**config.mk**
```make
export PLATFORM = sky130hd
export DESIGN_NAME = sram_arb2
export DESIGN_NICKNAME = d
export VERILOG_FILES = /design/src/rtl/sram_arb2.sv
export SDC_FILE = /design/constraint.sdc
export NUM_CORES = 1
export LEC_CHECK = 0
export CORE_AREA = 4 4 119 121
export CTS_BUF_LIST = sky130_fd_sc_hd__clkbuf_8
export DETAILED_ROUTE_END_ITERATION = 16
export DIE_AREA = 0 0 123 125
export PLACE_DENSITY = 0.71
export SLEW_MARGIN = 20
export SYNTH_ARGS = -nofsm -noshare
export SYNTH_HDL_FRONTEND = slang
export SYNTH_SLANG_ARGS = --single-unit
```
**constraint.sdc**
```tcl
create_clock -name clk -period 5.2 [get_ports clk]
set_input_delay 1.3 -clock clk [delete_from_list [all_inputs] [get_ports clk]]
set_output_delay 1.3 -clock clk [all_outputs]
set_load 0.005 [all_outputs]
```
**src/rtl/sram_arb2.sv**
```systemverilog
// Two-port arbiter in front of a single-port 1-cycle-latency RAM.
// One response outstanding at most; the read address is held so ram_dout stays stable while a response stalls.
module sram_arb2 #(
    parameter int unsigned AW       = 32,
    parameter int unsigned DW       = 32,
    parameter int unsigned ARB_MODE = 1
) (
    input  logic            clk,
    input  logic            rst,
    input  logic            m0_cmd_valid,
    output logic            m0_cmd_ready,
    input  logic            m0_cmd_read,
    input  logic [AW-1:0]   m0_cmd_addr,
    input  logic [DW-1:0]   m0_cmd_wdata,
    input  logic [DW/8-1:0] m0_cmd_wmask,
    output logic            m0_rsp_valid,
    input  logic            m0_rsp_ready,
    output logic [DW-1:0]   m0_rsp_rdata,
    input  logic            m1_cmd_valid,
    output logic            m1_cmd_ready,
    input  logic            m1_cmd_read,
    input  logic [AW-1:0]   m1_cmd_addr,
    input  logic [DW-1:0]   m1_cmd_wdata,
    input  logic [DW/8-1:0] m1_cmd_wmask,
    output logic            m1_rsp_valid,
    input  logic            m1_rsp_ready,
    output logic [DW-1:0]   m1_rsp_rdata,
    output logic [AW-1:0]   ram_addr,
    output logic            ram_we,
    output logic [DW/8-1:0] ram_wem,
    output logic [DW-1:0]   ram_din,
    input  logic [DW-1:0]   ram_dout
);
    localparam int unsigned MW = DW / 8;
    localparam bit RR = (ARB_MODE != 0);

    logic          rsp_pend;
    logic          rsp_owner;
    logic          rsp_is_read;
    logic          rr_last;
    logic [AW-1:0] hold_addr;

    logic          rsp_done;
    logic          can_issue;
    logic          sel;
    logic          accept;
    logic          sel_read;
    logic [AW-1:0] sel_addr;
    logic [AW-1:0] sel_word;
    logic [DW-1:0] sel_wdata;
    logic [MW-1:0] sel_wmask;
    logic [3:0]    unused_addr_lsb;

    assign unused_addr_lsb = {m0_cmd_addr[1:0], m1_cmd_addr[1:0]};

    // Response channel: only the owner sees valid/data; everything is quiet during reset.
    assign m0_rsp_valid = ~rst & rsp_pend & ~rsp_owner;
    assign m1_rsp_valid = ~rst & rsp_pend & rsp_owner;
    assign m0_rsp_rdata = (m0_rsp_valid & rsp_is_read) ? ram_dout : '0;
    assign m1_rsp_rdata = (m1_rsp_valid & rsp_is_read) ? ram_dout : '0;

    assign rsp_done  = rsp_owner ? (m1_rsp_valid & m1_rsp_ready)
                                 : (m0_rsp_valid & m0_rsp_ready);
    assign can_issue = ~rst & (~rsp_pend | rsp_done);

    // sel=1 picks m1: m1 alone, or a contest won by round-robin when m0 went last.
    assign sel    = m1_cmd_valid & (~m0_cmd_valid | (RR & ~rr_last));
    assign accept = can_issue & (m0_cmd_valid | m1_cmd_valid);

    assign m0_cmd_ready = accept & ~sel;
    assign m1_cmd_ready = accept & sel;

    assign sel_read  = sel ? m1_cmd_read  : m0_cmd_read;
    assign sel_addr  = sel ? m1_cmd_addr  : m0_cmd_addr;
    assign sel_wdata = sel ? m1_cmd_wdata : m0_cmd_wdata;
    assign sel_wmask = sel ? m1_cmd_wmask : m0_cmd_wmask;
    assign sel_word  = {2'b00, sel_addr[AW-1:2]};

    assign ram_addr = accept ? sel_word : hold_addr;
    assign ram_we   = accept & ~sel_read;
    assign ram_wem  = (accept & ~sel_read) ? sel_wmask : '0;
    assign ram_din  = sel_wdata;

    always_ff @(posedge clk) begin
        if (rst) begin
            rsp_pend    <= 1'b0;
            rsp_owner   <= 1'b0;
            rsp_is_read <= 1'b0;
            hold_addr   <= '0;
            rr_last     <= 1'b1;
        end else if (accept) begin
            rsp_pend    <= 1'b1;
            rsp_owner   <= sel;
            rsp_is_read <= sel_read;
            rr_last     <= sel;
            if (sel_read) begin
                hold_addr <= sel_word;
            end
        end else if (rsp_done) begin
            rsp_pend <= 1'b0;
        end
    end
endmodule

```
* Word level (Yosys, flattened, before mapping)
Cells that the tools add are included.
** Storage, ports and cells
- Register bits :: 34
- Input bits :: 176
- Output and inout port bits :: 137
- Logic and storage cells :: 41
** Operators by class
- Mux-type cells :: 11
- Bitwise operators :: 23
- Reduce and logical (&&, ||, !) cells :: 2
** Operators with widths (number)
- 32-bit two-way mux :: 4
- 30-bit two-way mux :: 1
- 1-bit AND :: 13
- 4-bit two-way mux :: 2
- 1-bit inverter :: 7
- 1-bit two-way mux :: 4
- 1-bit OR :: 3
- 2-bit AND reduction :: 1
- 2-bit nonzero test :: 1

* Depth between registers and ports, before layout
- Depth after elaboration :: 10
- Gate-level depth with buffers :: 6
- Gate-level depth less buffers :: 5

* Least setup slack after synthesis
OpenSTA, ideal clock, no wires.
- Path type :: in2out
- From :: input m1_cmd_valid
- To :: output ram_din[27]
- Arrival time :: 2427 ps
- Required time :: 3900 ps
- Slack :: 1473 ps
- Stages :: 5
- Buffers on the path :: 3
- Cell sequence :: a21boi_1 buf_2 buf_2 buf_2 mux2_2
** Between the ends
- Cells in the longest elaborated chain, start to end :: 2
** RTL lines
- start, declared :: line 19 : input logic m1_cmd_valid,
- 1-bit AND :: line 67 : assign sel = m1_cmd_valid & (~m0_cmd_valid | (RR & ~rr_last));
- 32-bit two-way mux :: line 75 : assign sel_wdata = sel ? m1_cmd_wdata : m0_cmd_wdata;
- end, declared :: line 31 : output logic [DW-1:0] ram_din,
Every way passes these cells.

* Worst setup path after layout
- From :: input m1_cmd_valid
- To :: output ram_wem[3]
** Between the ends
- Cells in the longest elaborated chain, start to end :: 5
- Elaborated cells between the ends (all ways) :: 8
- Classes of those cells :: 3 x mux; 5 x bitwise
** RTL lines
- 1-bit AND :: line 67
- 1-bit two-way mux :: line 73 : assign sel_read = sel ? m1_cmd_read : m0_cmd_read;
- 1-bit inverter :: line 81 : assign ram_wem = (accept & ~sel_read) ? sel_wmask : '0;
- 1-bit AND :: line 81
- 4-bit two-way mux (*) :: line 81
- end, declared :: line 30 : output logic [DW/8-1:0] ram_wem,
Mark *: on every way between the ends. The rest lies on a longest branch, timed or not.

==> impl_metrics.py <==
metrics = {
    "logic_synthesis": {
        "netlist_area_um2": 2810,
        "syn_inst": 355,
        "ys_seq_area_frac": 0.242,
        "yosysTopAreaCell": "dfxtp_1",
        "yosys-top-cells-area": "dfxtp_1 24%, and3_1 14%, mux2_2 13%, mux2i_1 12%, a211oi_1 8.0%",
        "synth_area_per_cell_um2": 7.92,
        "ys_ff_latch": 34,
        "synth.distinct_cells": 26,
        "synth_top_area_frac": 0.242,
        "synth_warnings": 0,
    },
    "clock_network": {
        "clock-sinks": 34,
        "path_clk_slew_ns": 0.07,
        "clock_latency_ns": 0.28,
        "holdBufCountCts": 0,
        "cts_buffer_depth": 2,
        "cts-resized-gates": 0,
        "root_buffer": "clkbuf_8",
        "htreeDepth": 2,
        "post_cts.repair.setup_buffers": 0,
        "cts_tree": "yes",
        "cts_buffers": 5,
    },
    "layout": {
        "regArea_um2": 681,
        "fillers": 1239,
        "antenna_cells": 0,
        "final_area_um2": 6090,
        "final_common_cell": "clkdlybuf4s50_1",
        "area_growth_pct": 117,
        "nets": 813,
        "drive_gt1_frac": 0.0878,
        "multi_input_area_um2": 1920,
        "final_cell_mix": "305 x clkdlybuf4s50_1, 64 x and3_1, 35 x mux2i_1",
    },
    "grt": {
        "grt_pass1_vias": 3646,
        "overflow": 0,
        "antenna_found_initial": 1,
        "grt_pass1_wl_um": 19900,
        "grt_usage": 0.160,
        "grt_max_degree": 48,
    },
    "worst_setup_path": {
        "reg2reg_from": "rsp_owner$_SDFFE_PP0N_",
        "critical-path-top-delay-family": "buffers and inverters",
        "arrival_ns": 3.37,
        "crit-reg2reg-capture": "hold_addr[5]$_SDFFE_PP0P_",
        "cp_cell_sequence": "clkdlybuf4s50_1 -> a21boi_4 -> mux2_4 -> nand2b_1 -> nor2_1 -> clkdlybuf4s50_1",
        "cpMostUsedCell": "clkdlybuf4s50_1",
        "required_ns": 3.90,
        "critPathLaunch": "m1_cmd_valid",
        "rrSetupSlack_ns": 3.00,
        "max_stage_delay_ns": 0.55,
        "start_kind": "primary input",
        "crit_path_end_kind": "output pin",
        "crit_end": "ram_wem[3]",
        "reg2reg_depth": 6,
        "critPathKind": "primary input to output pin",
        "crit_slowest_cell": "clkdlybuf4s50_1",
        "cp_max_fo": 5,
        "cp_num_buf_inv": 2,
        "path_depth": 6,
    },
    "power_and_ir_drop": {
        "p_leak_nw": 2.42,
        "p_clk_frac": 0.214,
        "pwr_density_cell_nw_per_um2": 152,
        "power.internal_uw": 662,
        "p_switching_uw": 265,
        "ir_drop_mv": 0.0695,
        "swShare": 0.286,
        "combPwrFrac": 0.469,
        "power_uw": 927,
        "seq_power_share": 0.317,
    },
    "floorplanning": {
        "core_area_um2": 13100,
        "die_y_um": 125,
        "die_w_um": 123,
        "die_area_um2": 15400,
        "initial_core_util": 0.215,
        "io_pins": 313,
        "num_rows": 42,
    },
    "place": {
        "hpwl_um": 11100,
        "numPortBuffers": 306,
        "placed_area_um2": 6000,
        "gp_congestion": 0.907,
    },
    "route": {
        "wl_per_cell_um": 16.4,
        "ant_nets": 0,
        "drc": 0,
        "firstDrtPassIters": 4,
        "via_per_inst": 4.61,
        "via_count": 3749,
        "postRouteWirelength_um": 13300,
        "dr.first_iter.drc_count": 114,
    },
    "sta": {
        "drv_slew": 0,
        "fin_crit_sh": 0.898,
        "fmax_mhz": 214,
        "setup_viol": 0,
        "post-route-min-period_ns": 4.67,
        "maxSlewHeadroom": 0.326,
        "hold_viol_final": 0,
        "rsz0062_at_grt": "false",
        "tightest_slew_ns": 1.01,
        "setup_tns_ns": 0,
        "fin_skew_ns": 0.00595,
    },
    "outcome": {
        "status": "completed",
    },
    "run": {
        "drv_cap": 0,
    },
    "worst_hold_path": {
        "hold_class": "register to register",
    },
}
==> registers in the layout, indices dropped and copies added, names as in the netlist <==
register	flops
rr_last	1
hold_addr	30
rsp_is_read	1
rsp_pend	1
rsp_owner	1
==> logic make-up (layout without fill, tap and decap cells) <==
family / Yosys count / in the layout / synth area share
multiplexers: 68 / 68 / 0.258
flip-flops: 34 / 34 / 0.242
buffers and inverters: 46 / 328 / 0.0810
AND/OR/NAND/NOR: 108 / 108 / 0.207
other: 1 / 2 / 0.00133
AO/OA/AOI/OAI: 98 / 98 / 0.211
==> cell type report <==
type	count	area share
Clock inverter	2	0.00144
Inverter	3	0.00185
Clock buffer	6	0.0136
Multi-Input combinational cell	276	0.316
Tap cell	176	0.0361
Timing Repair Buffer	317	0.520
Sequential cell	34	0.112
==> tightest hold or removal path: stages (launching register included) <==
cell and delay [ns]:
dfxtp_1 0.35, nand2_1 0.07, a21oi_1 0.05
==> metal layers <==
layer | share of wire | wire length [um] | vias up | global-route usage
met5 | 0.0015 | 20 | - | 0
li1 | - | - | 1849 | -
met4 | 0.018 | 244 | 2 | 0.0365
met2 | 0.51 | 6850 | 163 | 0.302
met3 | 0.090 | 1200 | 20 | 0.0443
met1 | 0.38 | 5020 | 1715 | 0.176
==> worst min path at each step <==
stage	cells after the start	from	slack, ns	endpoint
floorplan	2	rsp_owner$_SDFFE_PP0N_	0.47	rsp_owner$_SDFFE_PP0N_
global placement	2	rsp_owner$_SDFFE_PP0N_	0.50	rsp_owner$_SDFFE_PP0N_
detailed placement	2	rsp_owner$_SDFFE_PP0N_	0.51	rsp_owner$_SDFFE_PP0N_
CTS	2	hold_addr[25]$_SDFFE_PP0P_	0.52	hold_addr[25]$_SDFFE_PP0P_
global route	2	hold_addr[6]$_SDFFE_PP0P_	0.54	hold_addr[6]$_SDFFE_PP0P_
finish	2	rsp_owner$_SDFFE_PP0N_	0.52	rsp_owner$_SDFFE_PP0N_
==> per-stage QoR <==
stage / hold slack (ns) / setup slack (ns) / util / instances
5_1_grt: 0.537 / 0.375 / 0.466 / 814
3_3_place_gp: 0.500 / 0.517 / 0.459 / 806
4_1_cts: 0.521 / 0.476 / 0.466 / 814
3_5_place_dp: 0.509 / 0.489 / 0.459 / 806
2_1_floorplan: 0.471 / 1.47 / - / 356
6_report: 0.518 / 0.529 / 0.466 / 814
==> power by group through the flow <==
stage / clock network (mW) / registers, mW / logic [mW]
after detailed placement: 0 / 0.300 / 0.438
after CTS: 0.209 / 0.294 / 0.440
after global placement: 0 / 0.298 / 0.431
after floorplan: 0 / 0.294 / 0.167
final: 0.198 / 0.294 / 0.435
after global routing: 0.222 / 0.297 / 0.469
==> cells in the mapped netlist <==
cell      number
a211o_1        1
a211oi_1      30
a211oi_4       1
a21boi_1       1
a21oi_1       33
a311o_1        1
and2_1         1
and3_1        64
and3b_1        1
buf_2         11
buf_4          5
buf_6          3
clkbuf_1      24
conb_1         1
dfxtp_1       34
inv_1          3
mux2_2        32
mux2_4         1
mux2i_1       35
nand2_1       32
nand2b_1       1
nor2_1         7
nor3_1         1
nor3b_1        1
o21ai_0       29
o21ai_1        2
No activity file was read; power rests on OpenSTA's default activity.
